$ cat config.mk
export PLATFORM = sky130hd
export DESIGN_NAME = decode_queue
export DESIGN_NICKNAME = d
export VERILOG_FILES = /design/src/rtl/decode_queue.sv
export SDC_FILE = /design/constraint.sdc
export NUM_CORES = 1
export LEC_CHECK = 0
export CAP_MARGIN = 20
export CORE_ASPECT_RATIO = 0.8
export CORE_MARGIN = 3
export CORE_UTILIZATION = 40
export CTS_CLUSTER_DIAMETER = 40
export DETAILED_ROUTE_END_ITERATION = 12
export HOLD_SLACK_MARGIN = 0.03
export SLEW_MARGIN = 0
export SYNTH_ARGS = -nofsm -noshare
export SYNTH_HDL_FRONTEND = slang
export SYNTH_SLANG_ARGS = --single-unit
$ cat constraint.sdc
create_clock -name clk -period 3.4 [get_ports clk]
set_input_delay 0.68 -clock clk [delete_from_list [all_inputs] [get_ports clk]]
set_output_delay 0.68 -clock clk [all_outputs]
set_load 0.005 [all_outputs]
$ cat src/rtl/decode_queue.sv
// RV32 decode stage feeding a DEPTH-entry valid/ready queue between fetch and rename.
// Each entry holds the PC, decoded control fields and an illegal flag; outputs read 0 while empty.
module decode_queue #(
  parameter int PC_WIDTH  = 12,
  parameter int DEPTH     = 4,
  parameter int CNT_WIDTH = $clog2(DEPTH) + 1
) (
  input  logic                 clk,
  input  logic                 rst,
  input  logic                 flush,
  input  logic                 in_valid,
  output logic                 in_ready,
  input  logic [PC_WIDTH-1:0]  in_pc,
  input  logic [31:0]          in_instr,
  output logic                 out_valid,
  input  logic                 out_ready,
  output logic [PC_WIDTH-1:0]  out_pc,
  output logic [6:0]           out_c_sig,
  output logic [2:0]           out_alu_sig,
  output logic [31:0]          out_imm,
  output logic [4:0]           out_rd,
  output logic [4:0]           out_rs1,
  output logic [4:0]           out_rs2,
  output logic                 out_illegal,
  output logic [CNT_WIDTH-1:0] count
);

  localparam int PTR_WIDTH = $clog2(DEPTH);
  localparam logic [CNT_WIDTH-1:0] DEPTH_CNT = CNT_WIDTH'(DEPTH);

  localparam logic [6:0] OP_R     = 7'b0110011;
  localparam logic [6:0] OP_I     = 7'b0010011;
  localparam logic [6:0] OP_LOAD  = 7'b0000011;
  localparam logic [6:0] OP_STORE = 7'b0100011;
  localparam logic [6:0] OP_LUI   = 7'b0110111;

  localparam logic [2:0] ALU_ADD = 3'b000;
  localparam logic [2:0] ALU_SLL = 3'b001;
  localparam logic [2:0] ALU_SRL = 3'b010;
  localparam logic [2:0] ALU_XOR = 3'b011;
  localparam logic [2:0] ALU_OR  = 3'b100;
  localparam logic [2:0] ALU_AND = 3'b101;

  typedef struct packed {
    logic [PC_WIDTH-1:0] pc;
    logic [6:0]          c_sig;
    logic [2:0]          alu;
    logic [31:0]         imm;
    logic [4:0]          rd;
    logic [4:0]          rs1;
    logic [4:0]          rs2;
    logic                illegal;
  } entry_t;

  // ---------------- decode ----------------
  logic [6:0]  opcode;
  logic [2:0]  funct3;
  logic [31:0] imm_i;
  logic [31:0] imm_s;
  logic [31:0] imm_u;

  assign opcode = in_instr[6:0];
  assign funct3 = in_instr[14:12];
  assign imm_i  = {{20{in_instr[31]}}, in_instr[31:20]};
  assign imm_s  = {{20{in_instr[31]}}, in_instr[31:25], in_instr[11:7]};
  assign imm_u  = {{12{in_instr[31]}}, in_instr[31:12]};

  logic        dec_legal;
  logic [6:0]  dec_c_sig;
  logic [2:0]  dec_alu;
  logic [31:0] dec_imm;
  logic [4:0]  dec_rd;
  logic [4:0]  dec_rs1;
  logic [4:0]  dec_rs2;
  entry_t      dec_entry;

  always_comb begin
    dec_legal = 1'b0;
    dec_c_sig = '0;
    dec_alu   = ALU_ADD;
    dec_imm   = '0;
    dec_rd    = in_instr[11:7];
    dec_rs1   = in_instr[19:15];
    dec_rs2   = in_instr[24:20];
    case (opcode)
      OP_R: begin
        dec_c_sig = 7'b1000000;
        case (funct3)
          3'b000: begin dec_alu = ALU_ADD; dec_legal = 1'b1; end
          3'b100: begin dec_alu = ALU_XOR; dec_legal = 1'b1; end
          3'b101: begin dec_alu = ALU_SRL; dec_legal = 1'b1; end
          default: ;
        endcase
      end
      OP_I: begin
        dec_c_sig = 7'b1100000;
        dec_imm   = imm_i;
        dec_rs2   = '0;
        case (funct3)
          3'b000: begin dec_alu = ALU_ADD; dec_legal = 1'b1; end
          3'b110: begin dec_alu = ALU_OR;  dec_legal = 1'b1; end
          3'b101: begin dec_alu = ALU_SRL; dec_legal = 1'b1; end
          3'b111: begin dec_alu = ALU_AND; dec_legal = 1'b1; end
          default: ;
        endcase
      end
      OP_LOAD: begin
        dec_imm = imm_i;
        dec_rs2 = '0;
        case (funct3)
          3'b000: begin dec_c_sig = 7'b1101011; dec_legal = 1'b1; end
          3'b010: begin dec_c_sig = 7'b1101010; dec_legal = 1'b1; end
          default: ;
        endcase
      end
      OP_STORE: begin
        dec_imm = imm_s;
        dec_rd  = '0;
        case (funct3)
          3'b000: begin dec_c_sig = 7'b0100101; dec_legal = 1'b1; end
          3'b010: begin dec_c_sig = 7'b0100100; dec_legal = 1'b1; end
          default: ;
        endcase
      end
      OP_LUI: begin
        dec_c_sig = 7'b1100000;
        dec_alu   = ALU_SLL;
        dec_imm   = imm_u;
        dec_rs1   = '0;
        dec_rs2   = '0;
        dec_legal = 1'b1;
      end
      default: ;
    endcase
  end

  // Unsupported instructions keep only their PC so the consumer can raise the trap.
  always_comb begin
    dec_entry    = '0;
    dec_entry.pc = in_pc;
    if (dec_legal) begin
      dec_entry.c_sig = dec_c_sig;
      dec_entry.alu   = dec_alu;
      dec_entry.imm   = dec_imm;
      dec_entry.rd    = dec_rd;
      dec_entry.rs1   = dec_rs1;
      dec_entry.rs2   = dec_rs2;
    end else begin
      dec_entry.illegal = 1'b1;
    end
  end

  // ---------------- queue ----------------
  logic [PTR_WIDTH-1:0] wr_ptr_reg, wr_ptr_next;
  logic [PTR_WIDTH-1:0] rd_ptr_reg, rd_ptr_next;
  logic [CNT_WIDTH-1:0] count_reg, count_next;
  logic                 push;
  logic                 pop;
  logic [DEPTH-1:0]     wr_en;
  entry_t               mem [DEPTH];
  entry_t               head;

  // Ready depends only on occupancy, so a full queue never accepts a push-through.
  assign in_ready  = (count_reg < DEPTH_CNT);
  assign out_valid = (count_reg != '0);
  assign push      = in_valid & in_ready;
  assign pop       = out_valid & out_ready;
  assign count     = count_reg;

  always_comb begin
    wr_ptr_next = wr_ptr_reg;
    rd_ptr_next = rd_ptr_reg;
    count_next  = count_reg;
    if (flush) begin
      wr_ptr_next = '0;
      rd_ptr_next = '0;
      count_next  = '0;
    end else begin
      if (push) wr_ptr_next = wr_ptr_reg + PTR_WIDTH'(1);
      if (pop)  rd_ptr_next = rd_ptr_reg + PTR_WIDTH'(1);
      if (push && !pop)      count_next = count_reg + CNT_WIDTH'(1);
      else if (pop && !push) count_next = count_reg - CNT_WIDTH'(1);
    end
  end

  always_ff @(posedge clk) begin
    if (rst) begin
      wr_ptr_reg <= '0;
      rd_ptr_reg <= '0;
      count_reg  <= '0;
    end else begin
      wr_ptr_reg <= wr_ptr_next;
      rd_ptr_reg <= rd_ptr_next;
      count_reg  <= count_next;
    end
  end

  for (genvar gi = 0; gi < DEPTH; gi++) begin : g_wr_en
    assign wr_en[gi] = push && (wr_ptr_reg == PTR_WIDTH'(gi));
  end

  // Storage is never cleared; emptiness masks stale contents at the output.
  always_ff @(posedge clk) begin
    for (int i = 0; i < DEPTH; i++) begin
      if (wr_en[i]) mem[i] <= dec_entry;
    end
  end

  always_comb begin
    head = '0;
    if (out_valid) head = mem[rd_ptr_reg];
  end

  assign out_pc      = head.pc;
  assign out_c_sig   = head.c_sig;
  assign out_alu_sig = head.alu;
  assign out_imm     = head.imm;
  assign out_rd      = head.rd;
  assign out_rs1     = head.rs1;
  assign out_rs2     = head.rs2;
  assign out_illegal = head.illegal;

endmodule

# After elaboration in Yosys (flattened, before gate mapping)
# Memory sizes are Yosys's and may differ from the RTL's. A register that Yosys moved wholly into a read port is not among the register bits.
# Cells that the tools add are included.
dict set report classes {
  n_mux 38
  n_reduce_logical 23
  add_sub_neg 4
  n_bitwise 2
  n_eq_ne 13
  n_lt_le_gt_ge 1
}
# op count
set op_table {}
lappend op_table {{$mux 70} 4}
lappend op_table {{$reduce_or 70->1} 3}
lappend op_table {{$pmux 32 s3} 1}
lappend op_table {{$mux 57} 1}
lappend op_table {{$pmux 7 s4} 1}
lappend op_table {{$eq 7x6->1 const B} 3}
lappend op_table {{$pmux 3 s3} 2}
lappend op_table {{$mux 1} 15}
lappend op_table {{$mux 5} 3}
lappend op_table {{$pmux 7 s2} 1}
lappend op_table {{$eq 3x3->1 const B} 4}
lappend op_table {{$pmux 6 s2} 1}
lappend op_table {{$mux 2} 5}
lappend op_table {{$reduce_or 2->1} 5}
lappend op_table {{$eq 7x2->1 const B} 1}
lappend op_table {{$eq 7x5->1 const B} 1}
lappend op_table {{$logic_and 1x1->1} 6}
lappend op_table {{$mux 3} 2}
lappend op_table {{$reduce_or 3->1} 2}
lappend op_table {{$add 2x1->2 const B} 2}
lappend op_table {{$eq 2x2->1 const B} 2}
lappend op_table {{$pmux 1 s4} 1}
lappend op_table {{$pmux 2 s2} 1}
lappend op_table {{$reduce_or 4->1} 1}
lappend op_table {{other kinds (11)} 13}
dict set report word_totals {
  ramBits 280
  regBits 7
  wordCells 85
  input_bits 49
  memories 1
  output_inout_bits 75
}
# memory depth word_bits rd rd_clocked_by_memory_dff wr line_no
set mem_list {}
lappend mem_list {mem 4 70 1 1 1 160} ;# entry_t mem [DEPTH];

# Logic depth before layout (Yosys ltp)
dict set report logic_depth {
  word_depth 9
  depth_mapped 8
  depth_no_buf 8
}

# Worst setup path before layout
# Ideal clock, no wire load.
dict set report synth_path {
  path_kind {in2reg}
  from {input port in_valid}
  to {memory mem[1][0] (netlist name), enable pin}
  arrival_time_ps 2388
  setup_ps 420
  path_stages 3
  required_time_ps 2980
  path_buffers 1
  setup_slack_ps 593
  path_cell_list {nor2b_1 > clkbuf_1 > and2_1}
}
dict set report synth_between {
  elab_chain_len 8
  elab_cells_between_ends 22
  cone_classes {mux: 14; bitwise: 1; reduce/logical: 7}
}
# element line_no
set synth_lines {}
lappend synth_lines {{start, declared} 11} ;# input logic in_valid,
lappend synth_lines {{$and 1x1->1 *} 166} ;# assign push = in_valid & in_ready;
lappend synth_lines {{$logic_and 1x1->1 *} 199} ;# assign wr_en[gi] = push && (wr_ptr_reg == PTR_WIDTH'(gi));
lappend synth_lines {{net wr_en[1]} 159} ;# logic [DEPTH-1:0] wr_en;
lappend synth_lines {{$mux 1 *} 205} ;# if (wr_en[i]) mem[i] <= dec_entry;
lappend synth_lines {{$mux 1 (implied by the code) *} 205}
lappend synth_lines {{$reduce_or 70->1 (no line)} --}
lappend synth_lines {{$mux 2 (no line) / $mux 1 (equally long branches) (3 in series)} --}
lappend synth_lines {{end, declared} 160}
# Mark *: on every way through the listed nets, which the timed path passes. The rest lies on a longest branch.

==> results.txt <==
Status: finished clean
Setup Skew: 0.0169 ns
Worst Path Arrival: 2.48 ns
Most used DFF post-synth: edfxtp_1
Switching Fraction: 0.212
Die Span X: 180 um
Post-synth top area cell: edfxtp_1
Comb pwr share: 0.115
Reg clk slew, reported paths: 0.06 ns
Setup violators final: 0
Clock Power Share: 0.411
Layout Nets: 729
Minimum clock period: 3.16 ns
Largest register FFs: 224
Seq/Total Area, Yosys: 0.713
Count leader, synth: edfxtp_1
Top cells by area, synth: edfxtp_1 69%, mux4_2 13%, and2_1 3.9%, dfxtp_1 1.9%, buf_4 1.1%
CTS HTree Levels: 1
Yosys cell types: 45
Die area: 26,100 um2
Max Clk Rate: 317 MHz
Router iterations before antenna repair: 5
Max-Cap Viols: 0
Drt drc: 0
Synth Warn #: 0
Slew @ Worst Pin: 1.07 ns
GRT overflow: 0
Worst-path fanout max: 14
Initial core utilization: 0.411
DR WL/cell: 21.1 um
Placer Congestion: 0.819
Synthesized cell area: 9690 um2
Startpoint types: flip-flop
Fillers: 1,867
Fin Setup TNS: 0 ns
Layout cells sized above 1: 0.226
Count of input and output buffers: 122
Largest vdd supply drop: 0.314 mV
Leak: 3.98 nW
Commonest cells post-synth: 224 x edfxtp_1, 61 x and2_1, 56 x mux4_2
Async S/R FF share, synth: 0
FF/Latch Area: 6910 um2
Post-Syn Nets: 585
Vias in the first global route: 5,620
Endpoint class of the critical path: primary output
Fin. max-slew vios: 0
Met1 usage: 0.233
Final WL: 21,300 um
Min-delay worst type: flip-flop to flip-flop
Mean number of vias per cell: 5.27
Initial antenna violation count: 0
Worst rel slew slack: 0.290
Inserted Diodes: 0
Vias: 5,300
Fin. Hold Viols: 0
Sequential share of power: 0.474
Multi-input gate area: 2530 um2
IO Count: 124
Setup Crit Path Kind: flip-flop to primary output
Largest net degree at the start of global routing: 37
EDFF count, synth: 224
Sw Pwr: 1.45 mW
Grt peak-use layer: met2
Cell Int Power: 5.41 mW
First-pass GRT wire length: 33,000 um
Root buf cell: clkbuf_16
Syn_area_per_cell: 18.3 um2
Area grow syn2layout: 27.3%
Post-synth top area share: 0.694
GR Util All Layers: 0.161
CTS buffer count: 28
Met2 usage: 0.258
Synth Instances: 530
Rows: 50
Met3 usage: 0.0383
Final hold slack: 0.532 ns
Half-perimeter wire length after placement: 13,400 um
CTS tree: built
Clk Latency, worst-skew pair: 0.53 ns
CTS sink cnt: 233
Core Area: 23,600 um2
Die Height: 145 um
Post-route ant nets: 0
Synthesis-stage register bit count: 233
Cell Pwr Density: 557 nW/um2
RSZ-0062 raised after global routing: false
Clock Path Buffers: 3
Iteration-0 DRC count of the detailed router: 380
Final period util: 0.929
Critical Path RT: 2.72 ns
[routing by layer]
metal  wire length (um)  share of wire
met3               1500          0.071
met5                  0              0
met2              10100           0.48
met1               9410           0.44
met4                227          0.011
[logic make-up (layout without fill, tap and decap cells)]
logic type               count (synthesis)  in the layout  share of synthesized area
AND/OR/NAND/NOR                        139            139                     0.0868
adder cells (fa/ha/maj)                  6              6                    0.00852
AO/OA/AOI/OAI                           35             35                     0.0262
multiplexers                            57             57                      0.131
XOR/XNOR                                 5              5                    0.00452
flip-flops                             233            233                      0.713
other                                    1              1                   0.000387
buffers and inverters                   54            218                     0.0296
[metrics by stage]
stage          std cells   util  cell area (um2)  power (mW)  worst slack (ns)
2_1_floorplan        530      -             9690        3.68             0.593
3_3_place_gp         945  0.481            11300        4.10             0.145
3_5_place_dp         945  0.481            11300        4.11            0.0275
4_1_cts              995  0.519            12200        6.95           0.00581
5_1_grt             1006  0.523            12300        7.13             0.144
6_report            1006  0.523            12300        6.87             0.241
[path summary, 6_finish.rpt]
kind	slack, ns	startpoint	cells past startpoint	to
max	0.24	flip-flop	4	out_c_sig[5]
min	0.53	rd_ptr_reg[1]	2	flip-flop
max reg2reg	0.93	count[2]	8	count[2]
min reg2reg	0.53	rd_ptr_reg[1]	2	flip-flop
[power by group through the flow]
stage                     clock (mW)  sequential, mW  combinational, mW
after floorplan                    0            3.30              0.371
after global placement             0            3.31              0.787
after detailed placement           0            3.32              0.788
after CTS                       2.89            3.26              0.796
after global routing            3.01            3.26              0.864
final                           2.82            3.25              0.793
[worst max-delay path, cell delays in order, from the launching register on]
cell and delay, ns:
dfxtp_2 0.61, buf_4 0.34, mux4_2 0.33, and2_1 0.21, clkdlybuf4s50_1 0.46
[layout make-up]
type,count,area share
multi-input cells,243,0.205
repair buffers,160,0.127
flip-flops and latches,233,0.560
well taps,312,0.0316
inverters,8,0.00243
clock buffers,31,0.0577
clock inverters,19,0.0154
[cell usage in the layout, fill, tap and decap left out, types with 4 or more instances in the layout]
cell	count
xor2_1	4
edfxtp_1	224
nand2_1	19
clkbuf_16	28
mux4_2	56
buf_4	33
nor3b_1	5
and2_1	57
ha_1	5
and2_2	4
a22o_1	4
clkinv_2	5
inv_1	8
buf_12	5
clkdlybuf4s50_1	122
nor2_1	28
a22oi_1	11
a21oi_1	11
clkinv_1	5
dfxtp_1	7
[timing repair]
item,in CTS,in global routing
hold buffers,0,0
resized for setup,0,1
buffers inserted,0,11
setup endpoints to repair,0,32
Power figures use the tool's default switching activity.
